**config.mk**
```make
export PLATFORM = sky130hd
export DESIGN_NAME = reset_sequencer
export DESIGN_NICKNAME = d
export VERILOG_FILES = /design/src/rtl/reset_sequencer.sv
export SDC_FILE = /design/constraint.sdc
export NUM_CORES = 1
export LEC_CHECK = 0
export CORE_MARGIN = 1.5
export CORE_UTILIZATION = 55
export DETAILED_ROUTE_END_ITERATION = 16
export GPL_TIMING_DRIVEN = 1
export PLACE_DENSITY = 0.82
export SLEW_MARGIN = 20
export SYNTH_ARGS = -nofsm -noshare
export SYNTH_HDL_FRONTEND = slang
export SYNTH_SLANG_ARGS = --single-unit
```
**constraint.sdc**
```tcl
create_clock -name clk -period 4.5 [get_ports clk]
set_clock_uncertainty 0.2 [all_clocks]
set_input_delay 0.45 -clock clk [delete_from_list [all_inputs] [get_ports clk]]
set_output_delay 0.45 -clock clk [all_outputs]
set_load 0.01 [all_outputs]
```
**src/rtl/reset_sequencer.sv**
```systemverilog
// Staged system reset generator: stretches a watchdog or software trigger, then releases stages in order.
// Optional input synchronizers are enabled by defining RST_SEQ_SYNC_EN.
module reset_sequencer #(
    parameter int STRETCH_CYCLES = 16,
    parameter int STAGE_GAP      = 4,
    parameter int NUM_STAGES     = 3
) (
    input  logic                  clk,
    input  logic                  rst,
    input  logic                  wdt_reset,
    input  logic                  sw_req,
    input  logic                  clear_cause,
    output logic [NUM_STAGES-1:0] sys_rst_out,
    output logic                  seq_busy,
    output logic [1:0]            rst_cause,
    output logic [7:0]            wdt_count
);

    localparam int MAX_CNT = (STRETCH_CYCLES > STAGE_GAP) ? STRETCH_CYCLES : STAGE_GAP;
    localparam int CNT_W   = $clog2(MAX_CNT) + 1;
    localparam logic [CNT_W-1:0]      STRETCH_LAST = CNT_W'(STRETCH_CYCLES - 1);
    localparam logic [CNT_W-1:0]      GAP_LAST     = CNT_W'(STAGE_GAP - 1);
    localparam logic [NUM_STAGES-1:0] ALL_ONES     = '1;
    localparam logic [NUM_STAGES-1:0] LAST_STAGE   = NUM_STAGES'(1) << (NUM_STAGES - 1);

    typedef enum logic [1:0] {
        ST_ASSERT,
        ST_RELEASE,
        ST_IDLE
    } state_t;

    state_t                  state, state_n;
    logic [CNT_W-1:0]        cnt, cnt_n;
    logic [NUM_STAGES-1:0]   out_n;
    logic                    wdt_in, sw_in, wdt_prev;
    logic                    wdt_trig, trig;

`ifdef RST_SEQ_SYNC_EN
    logic [1:0] wdt_sync, sw_sync;

    always_ff @(posedge clk or posedge rst) begin
        if (rst) begin
            wdt_sync <= 2'b00;
            sw_sync  <= 2'b00;
        end else begin
            wdt_sync <= {wdt_sync[0], wdt_reset};
            sw_sync  <= {sw_sync[0], sw_req};
        end
    end

    assign wdt_in = wdt_sync[1];
    assign sw_in  = sw_sync[1];
`else
    assign wdt_in = wdt_reset;
    assign sw_in  = sw_req;
`endif

    assign wdt_trig = wdt_in & ~wdt_prev;
    assign trig     = wdt_trig | sw_in;

    always_ff @(posedge clk or posedge rst) begin
        if (rst) begin
            state       <= ST_ASSERT;
            cnt         <= '0;
            sys_rst_out <= ALL_ONES;
            seq_busy    <= 1'b1;
            wdt_prev    <= 1'b0;
        end else begin
            state       <= state_n;
            cnt         <= cnt_n;
            sys_rst_out <= out_n;
            seq_busy    <= |out_n;
            wdt_prev    <= wdt_in;
        end
    end

    always_comb begin
        state_n = state;
        cnt_n   = cnt;
        out_n   = sys_rst_out;
        case (state)
            ST_ASSERT: begin
                out_n = ALL_ONES;
                if (trig) begin
                    cnt_n = '0;
                end else if (cnt == STRETCH_LAST) begin
                    // A watchdog still holding its timeout keeps everything in reset.
                    if (!wdt_in) begin
                        cnt_n = '0;
                        if (NUM_STAGES == 1) begin
                            state_n = ST_IDLE;
                            out_n   = '0;
                        end else begin
                            state_n = ST_RELEASE;
                            out_n   = ALL_ONES << 1;
                        end
                    end
                end else begin
                    cnt_n = cnt + CNT_W'(1);
                end
            end
            ST_RELEASE: begin
                if (trig) begin
                    state_n = ST_ASSERT;
                    out_n   = ALL_ONES;
                    cnt_n   = '0;
                end else if (cnt == GAP_LAST) begin
                    cnt_n = '0;
                    out_n = sys_rst_out << 1;
                    if (sys_rst_out == LAST_STAGE) begin
                        state_n = ST_IDLE;
                    end
                end else begin
                    cnt_n = cnt + CNT_W'(1);
                end
            end
            ST_IDLE: begin
                out_n = '0;
                if (trig) begin
                    state_n = ST_ASSERT;
                    out_n   = ALL_ONES;
                    cnt_n   = '0;
                end
            end
            default: begin
                state_n = ST_ASSERT;
                out_n   = ALL_ONES;
                cnt_n   = '0;
            end
        endcase
    end

    // Diagnostics: a trigger in the same cycle overrides clear_cause.
    always_ff @(posedge clk or posedge rst) begin
        if (rst) begin
            rst_cause <= 2'b00;
            wdt_count <= 8'd0;
        end else if (wdt_trig) begin
            rst_cause <= 2'b01;
            if (wdt_count != 8'hFF) begin
                wdt_count <= wdt_count + 8'd1;
            end
        end else if (sw_in) begin
            rst_cause <= 2'b10;
        end else if (clear_cause) begin
            rst_cause <= 2'b00;
            wdt_count <= 8'd0;
        end
    end

endmodule

```
==> metrics.md <==
| Metric | Value |
|---|---|
| Max Cap Viol | `0` |
| WP data required | `about 4500 ps` |
| Wire per inst | `14.0 microns` |
| Final slew viol count | `0` |
| Most used cell, CP | `ha_1` |
| DR vias/cell | `~5.8` |
| Final setup violating endpoints | `0` |
| Rows | `16` |
| Die H | `approximately 50 microns` |
| Setup WS pre-CTS | `2120 ps` |
| Final WL | `approximately 2400 microns` |
| Diodes inserted | `0` |
| Post-CTS Setup Bufs | `0` |
| Initial Util | `0.590` |
| Total track usage | `0.226` |
| DRC violations left | `0` |
| Final period util | `0.537` |
| Synthesized instance count | `122` |
| Clock Latency Late Sink | `approximately 310 ps` |
| HP Start | `rst_cause[0]` |
| Vias | `about 970` |
| Worst path slowest cell | `nor4_2` |
| Die area | `0.00239 sq mm` |
| Hold Path Depth | `2` |
| Port-buffer cells | `18` |
| Hold_buf cts | `0` |
| Layout cells sized above 1 | `0.0845` |
| Worst-path cell chain | `ha_1 -> inv_1 -> nor3_1 -> ha_1 -> a21oi_1 -> nor4_2 -> or3_1 -> o22ai_1` |
| CP Class | `reg2reg` |
| Post-CTS Resized | `0` |
| Slew headroom | `0.443` |
| First-pass GRT wire length | `approximately 4100 microns` |
| Setup TNS | `0 ps` |
| Core Footprint | `around 0.0020 sq mm` |
| Status | `finished, final reports clean` |
| Synth area leader | `dfrtp_1` |
| Type of element launching the critical path | `flop` |
| Slowest cell delay on critical path | `580 ps` |
| CTS tree | `built` |
| Share of the synthesized area in the top cell type | `0.389` |
| Synthesized cell area | `between 0.001 and 0.0015 sq mm` |
| CTS Buf Count | `3` |
| CP max FO | `8` |
| Worst path arrival time | `around 2400 ps` |
| LEAKAGE | `0.540 nW` |
| GR Overflow Total | `0` |
| FF-to-FF Start | `cnt[0]` |
| Syn-to-layout area delta | `20.8%` |
| Worst Setup End Kind | `flop` |
| RR Endpoint | `cnt[3]` |
| Placer Congestion | `between 0.9 and 1` |
| Final worst setup slack | `between 2000 and 2500 ps` |
| NumNets Final | `about 150` |
| Highest Clock Rate | `approximately 0.41 GHz` |
| Cells on worst reg2reg path | `8` |
| H-tree levels | `1` |
| Antenna violations before repair | `0` |
| Unrepaired setup endpoints after global routing | `no` |
| Seq/Total Area, Yosys | `0.480` |
| Hold crit path type | `reg2reg` |
| Final ANT Viol Nets | `0` |
| R2R setup slack | `around 2100 ps` |
| Worst Max-Slew Pin Slew | `834 ps` |
| CTS max path bufs | `2` |
| Cell Pwr Density | `approximately 250 mW/mm^2` |
| Post-layout minimum cycle time | `around 2400 ps` |
| Clk root buf | `clkbuf_4` |
| Syn Nets | `131` |
| Post-synthesis cell type count | `31` |
| Die width | `about 49 microns` |
| Number of synthesized register bits | `22` |
| Initial DRC count | `23` |
| Ys Warns | `0` |
| # clock sinks | `22` |
| Clock Pin Slew Worst Setup and Hold Paths | `roughly 120 ps` |
| Area contributors post-synth | `dfrtp_1, dfstp_2, nand2_1` |
| Vias in the first global route | `between 900 and 1000` |
| First-pass iteration count of the detailed router | `4` |
| Largest net degree at the start of global routing | `23` |
| Maximum VDD drop | `around 0.24 mV` |
| Final HPWL DP | `1740 microns` |
| I/O Pins | `19` |
| Mapped Avg Cell Area | `9.49 sq um` |
| Hold endpoint | `rst_cause[0]` |
| Final hold viol count | `0` |
## how the worst max path moves through the flow
stage | start | endpoint | cells past startpoint
2_1_floorplan | cnt[0] | cnt[3] | 8
4_1_cts | cnt[0] | cnt[3] | 8
3_5_place_dp | cnt[0] | cnt[3] | 8
5_1_grt | cnt[0] | cnt[1] | 7
6_report | cnt[0] | cnt[3] | 8
3_3_place_gp | wdt_reset | wdt_count[7] | 5
## routing by layer
layer	GRT usage	vias up	wire length (microns)
met2	0.420	19	1230
met1	0.241	474	999
li1	-	473	-
met4	0.0810	0	38
met5	0	-	0
met3	0.0644	7	91
## state kept, by name (all words and copies together), names as in the netlist
register	flops
wdt_prev	1
wdt_count	8
rst_cause	2
state	2
sys_rst_out	3
seq_busy	1
cnt	5
## cells in the mapped netlist, drive strengths merged
cell	number
and3	1
o21ai	10
and2	1
nand2b	6
nand2	16
o31ai	4
nor4	1
nand4b	1
nor3	4
dfrtp	18
a31oi	2
mux2i	4
buf	2
nand3	7
nand4	2
dfstp	4
ha	4
o211ai	2
o22ai	2
inv	9
a21oi	5
a32oi	1
or3	2
or4	1
nor4b	1
mux2	2
nor2b	1
nor2	8
and2b	1
## power by group
part	total (W)	internal (W)	leakage (nW)	switching [W]
sequential	0.000209	0.000204	0.284	0.00000548
clock	0.000107	0.0000494	0.0210	0.0000577
combinational	0.0000381	0.0000170	0.235	0.0000211
## through the flow
| stage | util | std cells | hold slack [ps] | instance area (sq um) | power, W |
|---|---|---|---|---|---|
| floorplan | - | 122 | 236 | 1160 | 0.000233 |
| global placement | 0.694 | 165 | 260 | 1360 | 0.000249 |
| detailed placement | 0.694 | 165 | 274 | 1360 | 0.000252 |
| CTS | 0.712 | 169 | 304 | 1400 | 0.000361 |
| global route | 0.712 | 169 | 360 | 1400 | 0.000373 |
| finish | 0.712 | 169 | 292 | 1400 | 0.000355 |
## layout make-up
class	count	area, sq um
Sequential cell	22	556
Tap cell	27	33.8
Fill cell	172	564
Multi-Input combinational cell	89	558
Timing Repair Buffer	18	180
Clock buffer	4	36.3
Inverter	9	33.8
## layout by cell type, fill, tap and decap left out, types with 5 or more instances in the layout
cell and instances:
inv_1 9, dfrtp_1 18, nor2_1 8, nand2b_1 6, a21oi_1 5, nand3_1 7
o21ai_0 8, clkdlybuf4s50_1 18, nand2_1 16
## worst max-delay path, delay by kind of cell, from the launching register on
family | cells | cell delay (ps)
simple gates | 3 | 1040
fa+ha+maj | 2 | 450
buf+inv | 1 | 70
flops | 1 | 400
compound gates | 2 | 160
## kinds of logic (layout without fill, tap and decap cells)
group	Yosys count	count (layout)	share of synthesized area
adder cells (fa/ha/maj)	4	4	0.0432
buffers and inverters	11	31	0.0378
flip-flops	22	22	0.480
multiplexers	6	6	0.0541
AND/OR/NAND/NOR	53	53	0.249
AO/OA/AOI/OAI	26	26	0.136
No activity file was read; power rests on OpenSTA's default activity.
